## src/rtl/link_tx_framer.sv

```systemverilog
// Half-duplex transmit framer for one OSERDES lane: preamble, SOF, data, checksum, EOF,
// then a fixed line-release gap so the far end can drive.
module link_tx_framer #(
  parameter int          PREAMBLE_LEN = 4,
  parameter int          GAP_LEN      = 8,
  parameter logic [7:0]  SOF_BYTE     = 8'hD5,
  parameter logic [7:0]  EOF_BYTE     = 8'h5D,
  parameter logic [7:0]  FILL_BYTE    = 8'h3C
) (
  input  logic        clk160,
  input  logic        rst,
  input  logic        enable,
  input  logic [31:0] s_tdata,
  input  logic        s_tvalid,
  input  logic        s_tlast,
  output logic        s_tready,
  output logic [7:0]  tx_tdata,
  output logic        tx_tvalid,
  output logic        busy,
  output logic [15:0] frames_sent,
  output logic [15:0] fill_count
);

  typedef enum logic [2:0] {IDLE, PRE, SOF, DATA, FILL, CHK, EOF, GAP} state_t;

  localparam logic [7:0] PRE_INIT = 8'(PREAMBLE_LEN - 1);
  localparam logic [7:0] GAP_INIT = 8'(GAP_LEN - 1);

  state_t      state_q, state_d;
  logic [7:0]  cnt_q, cnt_d;
  logic [1:0]  idx_q, idx_d;
  logic [31:0] word_q, word_d;
  logic        last_q, last_d;
  logic [7:0]  chk_q, chk_d;
  logic [7:0]  tx_data_q, tx_data_d;
  logic        tx_valid_q, tx_valid_d;
  logic [15:0] frames_q, frames_d;
  logic [15:0] fills_q, fills_d;
  logic        fetch;
  logic [7:0]  cur_byte;

  assign cur_byte = word_q[{idx_q, 3'b000} +: 8];

  always_comb begin
    state_d = state_q;
    cnt_d   = cnt_q;
    idx_d   = idx_q;
    word_d  = word_q;
    last_d  = last_q;
    chk_d   = chk_q;
    fetch   = 1'b0;
    case (state_q)
      IDLE: if (enable && s_tvalid) begin
        state_d = PRE;
        cnt_d   = PRE_INIT;
      end
      PRE: if (cnt_q == 8'd0) state_d = SOF;
           else cnt_d = cnt_q - 8'd1;
      SOF: begin
        chk_d = 8'd0;
        fetch = 1'b1;
      end
      DATA: begin
        chk_d = chk_q + cur_byte;
        if (idx_q != 2'd0) idx_d = idx_q - 2'd1;
        else if (last_q)   state_d = CHK;
        else               fetch = 1'b1;
      end
      FILL: fetch = 1'b1;
      CHK:  state_d = EOF;
      EOF: begin
        state_d = GAP;
        cnt_d   = GAP_INIT;
      end
      GAP: if (cnt_q != 8'd0) cnt_d = cnt_q - 8'd1;
           else if (enable && s_tvalid) begin
             state_d = PRE;
             cnt_d   = PRE_INIT;
           end else state_d = IDLE;
      default: state_d = IDLE;
    endcase
    // Fetch slot: load the next word, or pad the line while the source underruns.
    if (fetch) begin
      if (s_tvalid) begin
        word_d  = s_tdata;
        last_d  = s_tlast;
        idx_d   = 2'd3;
        state_d = DATA;
      end else begin
        state_d = FILL;
      end
    end
  end

  // Outputs are registered, so they are computed from the state being entered.
  always_comb begin
    tx_data_d  = 8'h00;
    tx_valid_d = 1'b1;
    frames_d   = frames_q;
    fills_d    = fills_q;
    case (state_d)
      PRE:  tx_data_d = 8'h55;
      SOF:  tx_data_d = SOF_BYTE;
      DATA: tx_data_d = word_d[{idx_d, 3'b000} +: 8];
      FILL: begin
        tx_data_d = FILL_BYTE;
        if (fills_q != 16'hFFFF) fills_d = fills_q + 16'd1;
      end
      CHK:  tx_data_d = chk_d;
      EOF: begin
        tx_data_d = EOF_BYTE;
        frames_d  = frames_q + 16'd1;
      end
      default: tx_valid_d = 1'b0;
    endcase
  end

  always_ff @(posedge clk160 or posedge rst) begin
    if (rst) begin
      state_q    <= IDLE;
      cnt_q      <= 8'd0;
      idx_q      <= 2'd0;
      word_q     <= 32'd0;
      last_q     <= 1'b0;
      chk_q      <= 8'd0;
      tx_data_q  <= 8'd0;
      tx_valid_q <= 1'b0;
      frames_q   <= 16'd0;
      fills_q    <= 16'd0;
    end else begin
      state_q    <= state_d;
      cnt_q      <= cnt_d;
      idx_q      <= idx_d;
      word_q     <= word_d;
      last_q     <= last_d;
      chk_q      <= chk_d;
      tx_data_q  <= tx_data_d;
      tx_valid_q <= tx_valid_d;
      frames_q   <= frames_d;
      fills_q    <= fills_d;
    end
  end

  assign s_tready    = fetch;
  assign busy        = (state_q != IDLE);
  assign tx_tdata    = tx_data_q;
  assign tx_tvalid   = tx_valid_q;
  assign frames_sent = frames_q;
  assign fill_count  = fills_q;

endmodule

```

## config.mk

```make
export PLATFORM = sky130hd
export DESIGN_NAME = link_tx_framer
export DESIGN_NICKNAME = d
export VERILOG_FILES = /design/src/rtl/link_tx_framer.sv
export SDC_FILE = /design/constraint.sdc
export NUM_CORES = 1
export LEC_CHECK = 0
export BUFFER_PORTS_ARGS = -buffer_cell sky130_fd_sc_hd__buf_2
export CORE_MARGIN = 2
export CORE_UTILIZATION = 38
export DETAILED_ROUTE_END_ITERATION = 10
export PLACE_DENSITY = 0.68
export SLEW_MARGIN = 40
export SYNTH_ARGS = -nofsm -noshare
export SYNTH_HDL_FRONTEND = slang
export SYNTH_SLANG_ARGS = --single-unit
```

## constraint.sdc

```tcl
create_clock -name clk160 -period 7.96 [get_ports clk160]
set_input_delay 1.592 -clock clk160 [delete_from_list [all_inputs] [get_ports clk160]]
set_output_delay 1.592 -clock clk160 [all_outputs]
set_load 0.01 [all_outputs]
```

* Yosys cells after proc, flatten, opt, wreduce, memory -nomap -nowiden
Index checks and enable logic that the tools add are counted.
Widths: inputs -> output; s select.
** Storage, ports and cells
- Register bits after elaboration :: 95
- Input bits :: 37
- Logic and storage cells :: 69
** Cells by class
- $add $sub $neg :: 5
- Eq/ne operators :: 15
- Shifts and indexed selects :: 2
- Muxes and demuxes :: 25
- Reductions and logical operators :: 12
** Operators with widths (count)
- $mux 32 :: 2
- $shiftx 32x6->8 :: 2
- $pmux 8 s6 :: 1
- $add 16x1->16 const B :: 2
- $pmux 8 s4 :: 1
- $mux 8 :: 3
- $eq 3x3->1 const B :: 7
- $mux 3 :: 7
- $pmux 3 s6 :: 1
- $ne 16x16->1 const B :: 1
- $pmux 8 s2 :: 1
- $eq 3x2->1 const B :: 4
- $add 8x8->8 :: 1
- $logic_not 8->1 :: 1
- $mux 2 :: 4
- $reduce_bool 8->1 :: 1
- $sub 8x1->8 const B :: 1
- $eq 3x1->1 const B :: 2
- $reduce_and 2->1 :: 3
- $reduce_or 6->1 :: 1
- $mux 1 :: 4
- $reduce_bool 4->1 :: 1
- $logic_not 3->1 :: 1
- $reduce_bool 3->1 :: 1
- other kinds (6) :: 6

* Depth between registers and ports, before layout
Gate-level depths: netlist of the first run.
- Depth after elaboration :: 8
- Depth in mapped cells :: 12
- Gate-level depth less buffers :: 10

* Worst setup path before layout of the first run
OpenSTA, ideal clock, no wires.
- Path type :: flip-flop to flip-flop
- Start :: register idx_q[0]
- End :: register tx_data_q[7] (netlist: tx_tdata[7])
- Setup time :: 124 ps
- Data arrival time :: 3203 ps
- Required time :: 7836 ps
- Setup slack :: 4633 ps
- Cell stages (with the launch flop) :: 11
- Period minus slack after synthesis :: 3327 ps
- Path through :: dfrtp_1 -> clkbuf_1 -> buf_1 -> mux4_2 -> ha_1 -> a21o_1 -> a21oi_1 -> a21oi_1 -> or3_1 -> and4_1 -> a211o_1
** Between the ends
- Longest elaborated chain between the ends :: 7
** Ends and longest elaborated chain
- start: declaration :: RTL line 31 : logic [1:0] idx_q, idx_d;
- start signal: assignment :: RTL line 133 : idx_q <= idx_d;
- branches (longest 6 deep; another with $add 8x8->8)
- $pmux 8 s6 * :: RTL line 101 : case (state_d)
- named net tx_data_d[7] :: RTL line 35 : logic [7:0] tx_data_q, tx_data_d;
- end signal: assignment :: RTL line 137 : tx_data_q <= tx_data_d;
- end: declaration :: RTL line 35
Mark *: on every way through the listed nets, which the timed path passes.
A chain may end at the register's enable or synchronous reset.

* Worst setup path after layout of the first run
- Start :: register idx_q[1]
- End :: output s_tready
** Between the ends
- Longest elaborated chain between the ends :: 3
** Ends and longest elaborated chain
- $reduce_bool 2->1 :: RTL line 65 : if (idx_q != 2'd0) idx_d = idx_q - 2'd1;
- $mux 1 :: RTL line 65
- $pmux 1 s2 :: RTL line 52 : case (state_q)
- end: declaration :: RTL line 16 : output logic s_tready,
Every way passes these cells.

==> results of run 1 <==
cells in the mapped netlist (2+ instances only):
library cell                number
sky130_fd_sc_hd__inv_1          22
sky130_fd_sc_hd__o21ai_0        26
sky130_fd_sc_hd__or2_2           3
sky130_fd_sc_hd__nand4_1        10
sky130_fd_sc_hd__o211ai_1        4
sky130_fd_sc_hd__xnor2_1        28
sky130_fd_sc_hd__nor2_1         24
sky130_fd_sc_hd__nor4_4          4
sky130_fd_sc_hd__a211o_1         3
sky130_fd_sc_hd__a21oi_1        21
sky130_fd_sc_hd__o21ai_1         2
sky130_fd_sc_hd__and4_1          5
sky130_fd_sc_hd__o221ai_1        2
sky130_fd_sc_hd__a31oi_1         4
sky130_fd_sc_hd__o22ai_1         5
sky130_fd_sc_hd__and3_1         11
sky130_fd_sc_hd__buf_1           4
sky130_fd_sc_hd__nand3b_1        2
sky130_fd_sc_hd__mux2_2          4
sky130_fd_sc_hd__clkbuf_1       17
sky130_fd_sc_hd__a32oi_1         2
sky130_fd_sc_hd__dfrtp_1        95
sky130_fd_sc_hd__a2bb2oi_1       2
sky130_fd_sc_hd__nor3b_1         7
sky130_fd_sc_hd__nand2b_1        7
sky130_fd_sc_hd__nor2b_1         5
sky130_fd_sc_hd__a31o_2          3
sky130_fd_sc_hd__mux2i_1        17
sky130_fd_sc_hd__o211ai_2        2
sky130_fd_sc_hd__or3_1           3
sky130_fd_sc_hd__nand2_1       136
sky130_fd_sc_hd__nor3_1          2
sky130_fd_sc_hd__nand3_1        21
sky130_fd_sc_hd__a21o_1          4
sky130_fd_sc_hd__mux4_2          6
sky130_fd_sc_hd__xor2_1          7
sky130_fd_sc_hd__a21boi_0        2
sky130_fd_sc_hd__ha_1           14
sky130_fd_sc_hd__buf_2           3
sky130_fd_sc_hd__and2_1          7
kinds of logic (layout without fill, tap and decap cells):
logic type	after synthesis	in the layout	share of synthesized area
AOI/OAI and AO/OA	104	104	0.1378
buffers and inverters	47	119	0.03392
adders and majority gates	15	15	0.03600
xor gates and xnor gates	35	35	0.05654
muxes	27	27	0.06462
DFF	95	95	0.4385
and+or+nand+nor	254	254	0.2326
power by group through the flow:
stage               registers [µW]  clock network (µW)  logic (µW)
global placement               851                   0        1240
floorplan                      797                   0        1000
global route                   884                 453        1450
CTS                            853                 434        1300
finish                         856                 425        1300
detailed placement             861                   0        1290
final timing paths:
check / from / to / slack, ns / cells past startpoint
setup / recovery: idx_q[1] / s_tready / 4.43 / 3
hold / removal: frames_sent[15] / frames_sent[15] / 0.47 / 1
setup reg to reg: idx_q[0] / tx_tdata[7] / 4.86 / 8
hold reg to reg: frames_sent[15] / frames_sent[15] / 0.47 / 1
max in group asynchronous: rst / idx_q[1] / 5.69 / 3
min in group asynchronous: rst / fill_count[7] / 1.28 / 2
registers in the layout, indices dropped and copies added (netlist names):
| name | flops |
|---|---|
| word_q | 32 |
| fill_count | 16 |
| frames_sent | 16 |
| chk_q | 8 |
| cnt_q | 8 |
| tx_tdata | 8 |
| state_q | 3 |
| idx_q | 2 |
| last_q | 1 |
| tx_tvalid | 1 |
area by class of cell:
class                      count  area share
clock buffer                  13     0.03990
clock inverter                 1    0.004788
inverter                      22     0.01337
multi-input combinational    435      0.4584
sequential                    95      0.3792
tap                          180     0.03591
timing repair buffer          83     0.06842
per-layer routing:
metal | part of all wire | global-route usage
met4 | 0.016 | 0.06321
met1 | 0.46 | 0.2648
met2 | 0.48 | 0.2843
met5 | 0 | 0
met3 | 0.043 | 0.02306
cells in the final DEF (no fill, tap or decap), drive strengths merged, types with 5 or more instances in the layout:
cell type	instances
mux2i	17
and4	5
and3	11
ha	14
nand3	21
mux4	6
nor2	24
xnor2	28
xor2	7
and2	8
dfrtp	95
buf	83
nor2b	5
inv	21
nand2b	7
o22ai	5
o211ai	6
nor3b	7
nand4	10
a21oi	21
clkbuf	13
nand2	137
o21ai	28
stage by stage:
stage / utilization / hold slack, ns
finish: 0.4501 / 0.4735
global route: 0.4501 / 0.5197
CTS: 0.4498 / 0.4749
detailed placement: 0.4296 / 0.4665
global placement: 0.4291 / 0.4561
floorplan: - / 0.4401
==> run metrics, run 1 <==
clock tree from TritonCTS=done; Post-synth EDFFs=0; delay of the slowest cell on the worst path=0.63 ns; Worst-path clk slew=0.06 ns; cell type with the highest aggregate area in the netlist=sky130_fd_sc_hd__dfrtp_1; number of max-cap violations=0; ratio of routed vias to standard cells=about 5.5; RePlAce Congestion=0.9545; Pins Over Slew Limit=0; detailed router's first-iteration violation count=305; portion of total power attributed to sequential cells=0.332; power per cell area=between 400 and 500 mW/mm²; cell internal power dissipation=1445 µW; clock tree skew after final layout=0.006001 ns; crit path setup slack, layout=4.426 ns; die area=0.01524 mm²; post-synth cell types=71; Ports=80; kind of launch point of the worst setup path=register; Min Clock Period, post-route=3.534 ns; max-slew headroom at the worst pin=0.5218; total area of multi-input combinational cells=0.002875 mm²; relative contribution of combinational cells to total power=0.504; net switching share of the total power=0.4405; CP max-delay cell=sky130_fd_sc_hd__dfrtp_1; maximum clock frequency=0.2830 GHz; setup fix buffers added after clock tree synthesis=0; outcome=finished clean; number of buffers created by CTS=9; WL final=~13000 µm; number of setup violations in the final report=0; clock group share of total power=0.164; synthesized netlist net count=629; largest buffer count on any clock path=2; Crit path buffers/inverters=1; worst path required time=roughly 6.4 ns; Root Buffer=sky130_fd_sc_hd__clkbuf_16; proportion of layout cells with a drive suffix above 1=0.2018; antenna violations before repair=0; GRT Overall Usage=0.1834; arrival time worst endpoint=~1.9 ns; Min-Delay Path Class=register to register; share of the synthesized area in the top cell type=0.4385; FFs w/ async S/R, synth=1.000; worst vdd rail ir drop=about 0.00015 V; Final period util=0.4440; Port-buffer cells=79; Worst Setup Path Type=register to primary output; signed area change from the synthesized netlist to the final layout=15.69%; net switching power=1138 µW; total number of H-tree levels=3; via count of the first global-routing pass=4382; cell total after placement=between 800 and 900; number of iterations in the first detailed-routing pass=5; footprint of the flip-flops and latches=around 0.0024 mm²; Antenna Nets Post-Route=0; CTS sink count=95; first-pass GRT wire length=22000 µm; floorplan die height=123.4 µm; core area=0.01393 mm²; post-CTS sizing=0; Chip Width=around 120 µm; Congestion Overflow GR=0; drt drc=0; largest net degree at the start of global routing=65; LEAKAGE=0.003017 µW; cells taking the most area after synthesis=sky130_fd_sc_hd__dfrtp_1, sky130_fd_sc_hd__nand2_1, sky130_fd_sc_hd__xnor2_1; post-layout instance count excluding filler cells=829; worst skew pair latency=between 0.3 and 0.4 ns; pre-CTS setup slack=4.377 ns; total power consumption of the routed design=2583 µW; Yosys Warn Count=0; post-cts hold buffer count=0; total vias in the final route=4525; CP Max Fanout=20; setup tns final=0 ns; effective utilization at floorplan=0.3891; area post-placement=0.005987 mm²; dominant delay contributor by cell family on the critical path=compound AO/OA/AOI/OAI gates; kind of capture point of the worst setup path=primary output; crit path cell chain=o31ai_1, a31o_2, buf_2; Site Rows=43; count of state elements after synthesis=95; post-route standard cell area excluding fillers=0.006272 mm²; detailed placer's ending HPWL=about 9600 µm; average size of a mapped cell=approximately 9.4 µm²; commonest register cell after synthesis=sky130_fd_sc_hd__dfrtp_1; share of synthesized area occupied by flip-flops and latches=0.4385; Antenna diodes=0; filler cell count in the final layout=1320; unrepaired setup endpoints after global routing=no; post-synthesis cell count=just under 600; synthesized cell area=0.005421 mm²; worst slew pin tran=0.7099 ns; final count of hold timing violations=0; wire length per cell=roughly 16 µm; final net count=698
Power figures use the tool's default switching activity.
==> run 2: changes to the inputs <==
Clock period 7.96 ns to 3.6 ns, I/O delays scaled along.
==> run metrics, run 2 (synthesized netlist as in run 1, its figures left out) <==
outcome=finished clean; maximum clock frequency=0.3222 GHz; number of flip-flops under the largest register name=32; setup fix buffers added after clock tree synthesis=0; arrival time worst endpoint=about 3.3 ns; pre-CTS setup slack=0.5523 ns; largest net degree at the start of global routing=96; worst-case reg-to-reg path depth=8; Congestion Overflow GR=0; number of iterations in the first detailed-routing pass=5; net switching share of the total power=0.4442; post-CTS sizing=0; via count of the first global-routing pass=4333; relative contribution of combinational cells to total power=0.511; length of routed met2 wiring=between 6000 and 7000 µm; Min-Delay Path Class=primary input to async pin; total vias in the final route=between 4000 and 5000; clock tree from TritonCTS=done; detailed placer's ending HPWL=9489 µm; cell total after placement=823; highest-count cells in the layout ignoring fill and taps=sky130_fd_sc_hd__nand2_1, sky130_fd_sc_hd__dfrtp_1, sky130_fd_sc_hd__buf_2; number of buffers created by CTS=9; Worst Setup Path Type=register to register; post-layout instance count excluding filler cells=~840; Worst-path clk slew=0.07 ns; Ports=80; clock group share of total power=0.167; worst skew pair latency=0.35 ns; Final period util=0.8621; antenna violations before repair=0; portion of total power attributed to sequential cells=0.322; power per cell area=914.8 mW/mm²; CTS sink count=95; worst slew pin tran=slightly below 0.7 ns; final net count=706; Antenna Nets Post-Route=0; post-cts hold buffer count=0; first-pass GRT wire length=21590 µm; total number of H-tree levels=3; drt drc=0; final count of hold timing violations=0; net switching power=2580 µW; largest buffer count on any clock path=2; WL final=between 10000 and 15000 µm; unrepaired setup endpoints after global routing=no; LEAKAGE=0.003067 µW; clock tree skew after final layout=0.009385 ns; Chip Width=between 100 and 150 µm; worst path required time=3.83 ns; Antenna diodes=0; Port-buffer cells=about 80; ratio of routed vias to standard cells=around 5.4; Min Clock Period, post-route=3.104 ns; Site Rows=43; setup tns final=0 ns; kind of launch point of the worst setup path=register; number of setup violations in the final report=0; effective utilization at floorplan=0.3891; signed area change from the synthesized netlist to the final layout=17.12%; delay of the slowest cell on the worst path=about 0.67 ns; cell internal power dissipation=about 3200 µW; GRT Overall Usage=0.1787; number of max-cap violations=0; kind of capture point of the worst setup path=register; crit path cell chain=mux4_2, ha_1, a21o_1, a21oi_1, a21oi_1, or3_1, and4_1, a211o_1; register bank with the most flops=word_q; routed metal-1 wire length=6126 µm; crit path setup slack, layout=roughly 0.50 ns; core area=0.01393 mm²; detailed router's first-iteration violation count=240; floorplan die height=123.4 µm; Pins Over Slew Limit=0; commonest non-fill, non-tap cell in the layout=sky130_fd_sc_hd__nand2_1; RePlAce Congestion=0.9169; die area=0.01524 mm²; max-slew headroom at the worst pin=0.5440; Most common cell on crit path=sky130_fd_sc_hd__a21oi_1; wire length per cell=15.75 µm; post-route core utilization=0.4557; worst vdd rail ir drop=0.0003674 V; Root Buffer=sky130_fd_sc_hd__clkbuf_16; filler cell count in the final layout=1305; proportion of layout cells with a drive suffix above 1=0.2140; CP Max Fanout=13; Fin Hold WS=0.4640 ns; Top Metal Used=met4; CP max-delay cell=sky130_fd_sc_hd__dfrtp_1; total length of routed met3 wires=628 µm
==> run 2: critical path, delay by kind of cell (launching register included) <==
family,cells,cell delay (ns)
AOI/OAI and AO/OA,4,0.73
DFF,1,0.67
and+or+nand+nor,2,0.63
muxes,1,0.60
adders and majority gates,1,0.37
==> run 2: worst paths after layout <==
check / startpoint / end / slack, ns
max in group asynchronous: rst / chk_q[0] / 2.74
worst max register to register: idx_q[0] / tx_tdata[7] / 0.50
min in group clk160: fill_count[5] / fill_count[5] / 0.48
worst min register to register: fill_count[5] / fill_count[5] / 0.48
worst min-delay path: rst / fill_count[4] / 0.46
worst max-delay path: idx_q[0] / tx_tdata[7] / 0.50
==> run 2: stage by stage <==
stage	total power [µW]	instance area, µm²
CTS	5810	6350
global placement	4733	6052
finish	5809	6350
floorplan	3977	5421
detailed placement	4817	6052
global route	6235	6350
==> run 2: area by class of cell <==
type / instances / area [µm²] / share of cell area
clock buffers: 10 / 229.0 / 0.03606
clock inverters: 6 / 68.82 / 0.01084
inverters: 22 / 83.83 / 0.01320
multi-input cells: 435 / 2868 / 0.4516
flip-flops and latches: 95 / 2377 / 0.3744
well taps: 180 / 225.2 / 0.03547
repair buffers: 91 / 498.0 / 0.07842
==> run 2: power groups by stage <==
stage          sequential, µW  clock (µW)  combinational [µW]
2_1_floorplan            1760           0                2220
3_3_place_gp             1870           0                2860
3_5_place_dp             1880           0                2940
4_1_cts                  1860         989                2960
5_1_grt                  1930        1030                3280
6_report                 1870         973                2970
==> run 2: layer usage <==
metal	GRT usage	vias to the layer above
li1	-	2180
met1	0.2473	2222
met2	0.2833	129
met3	0.03137	33
met4	0.06037	0
met5	0	-
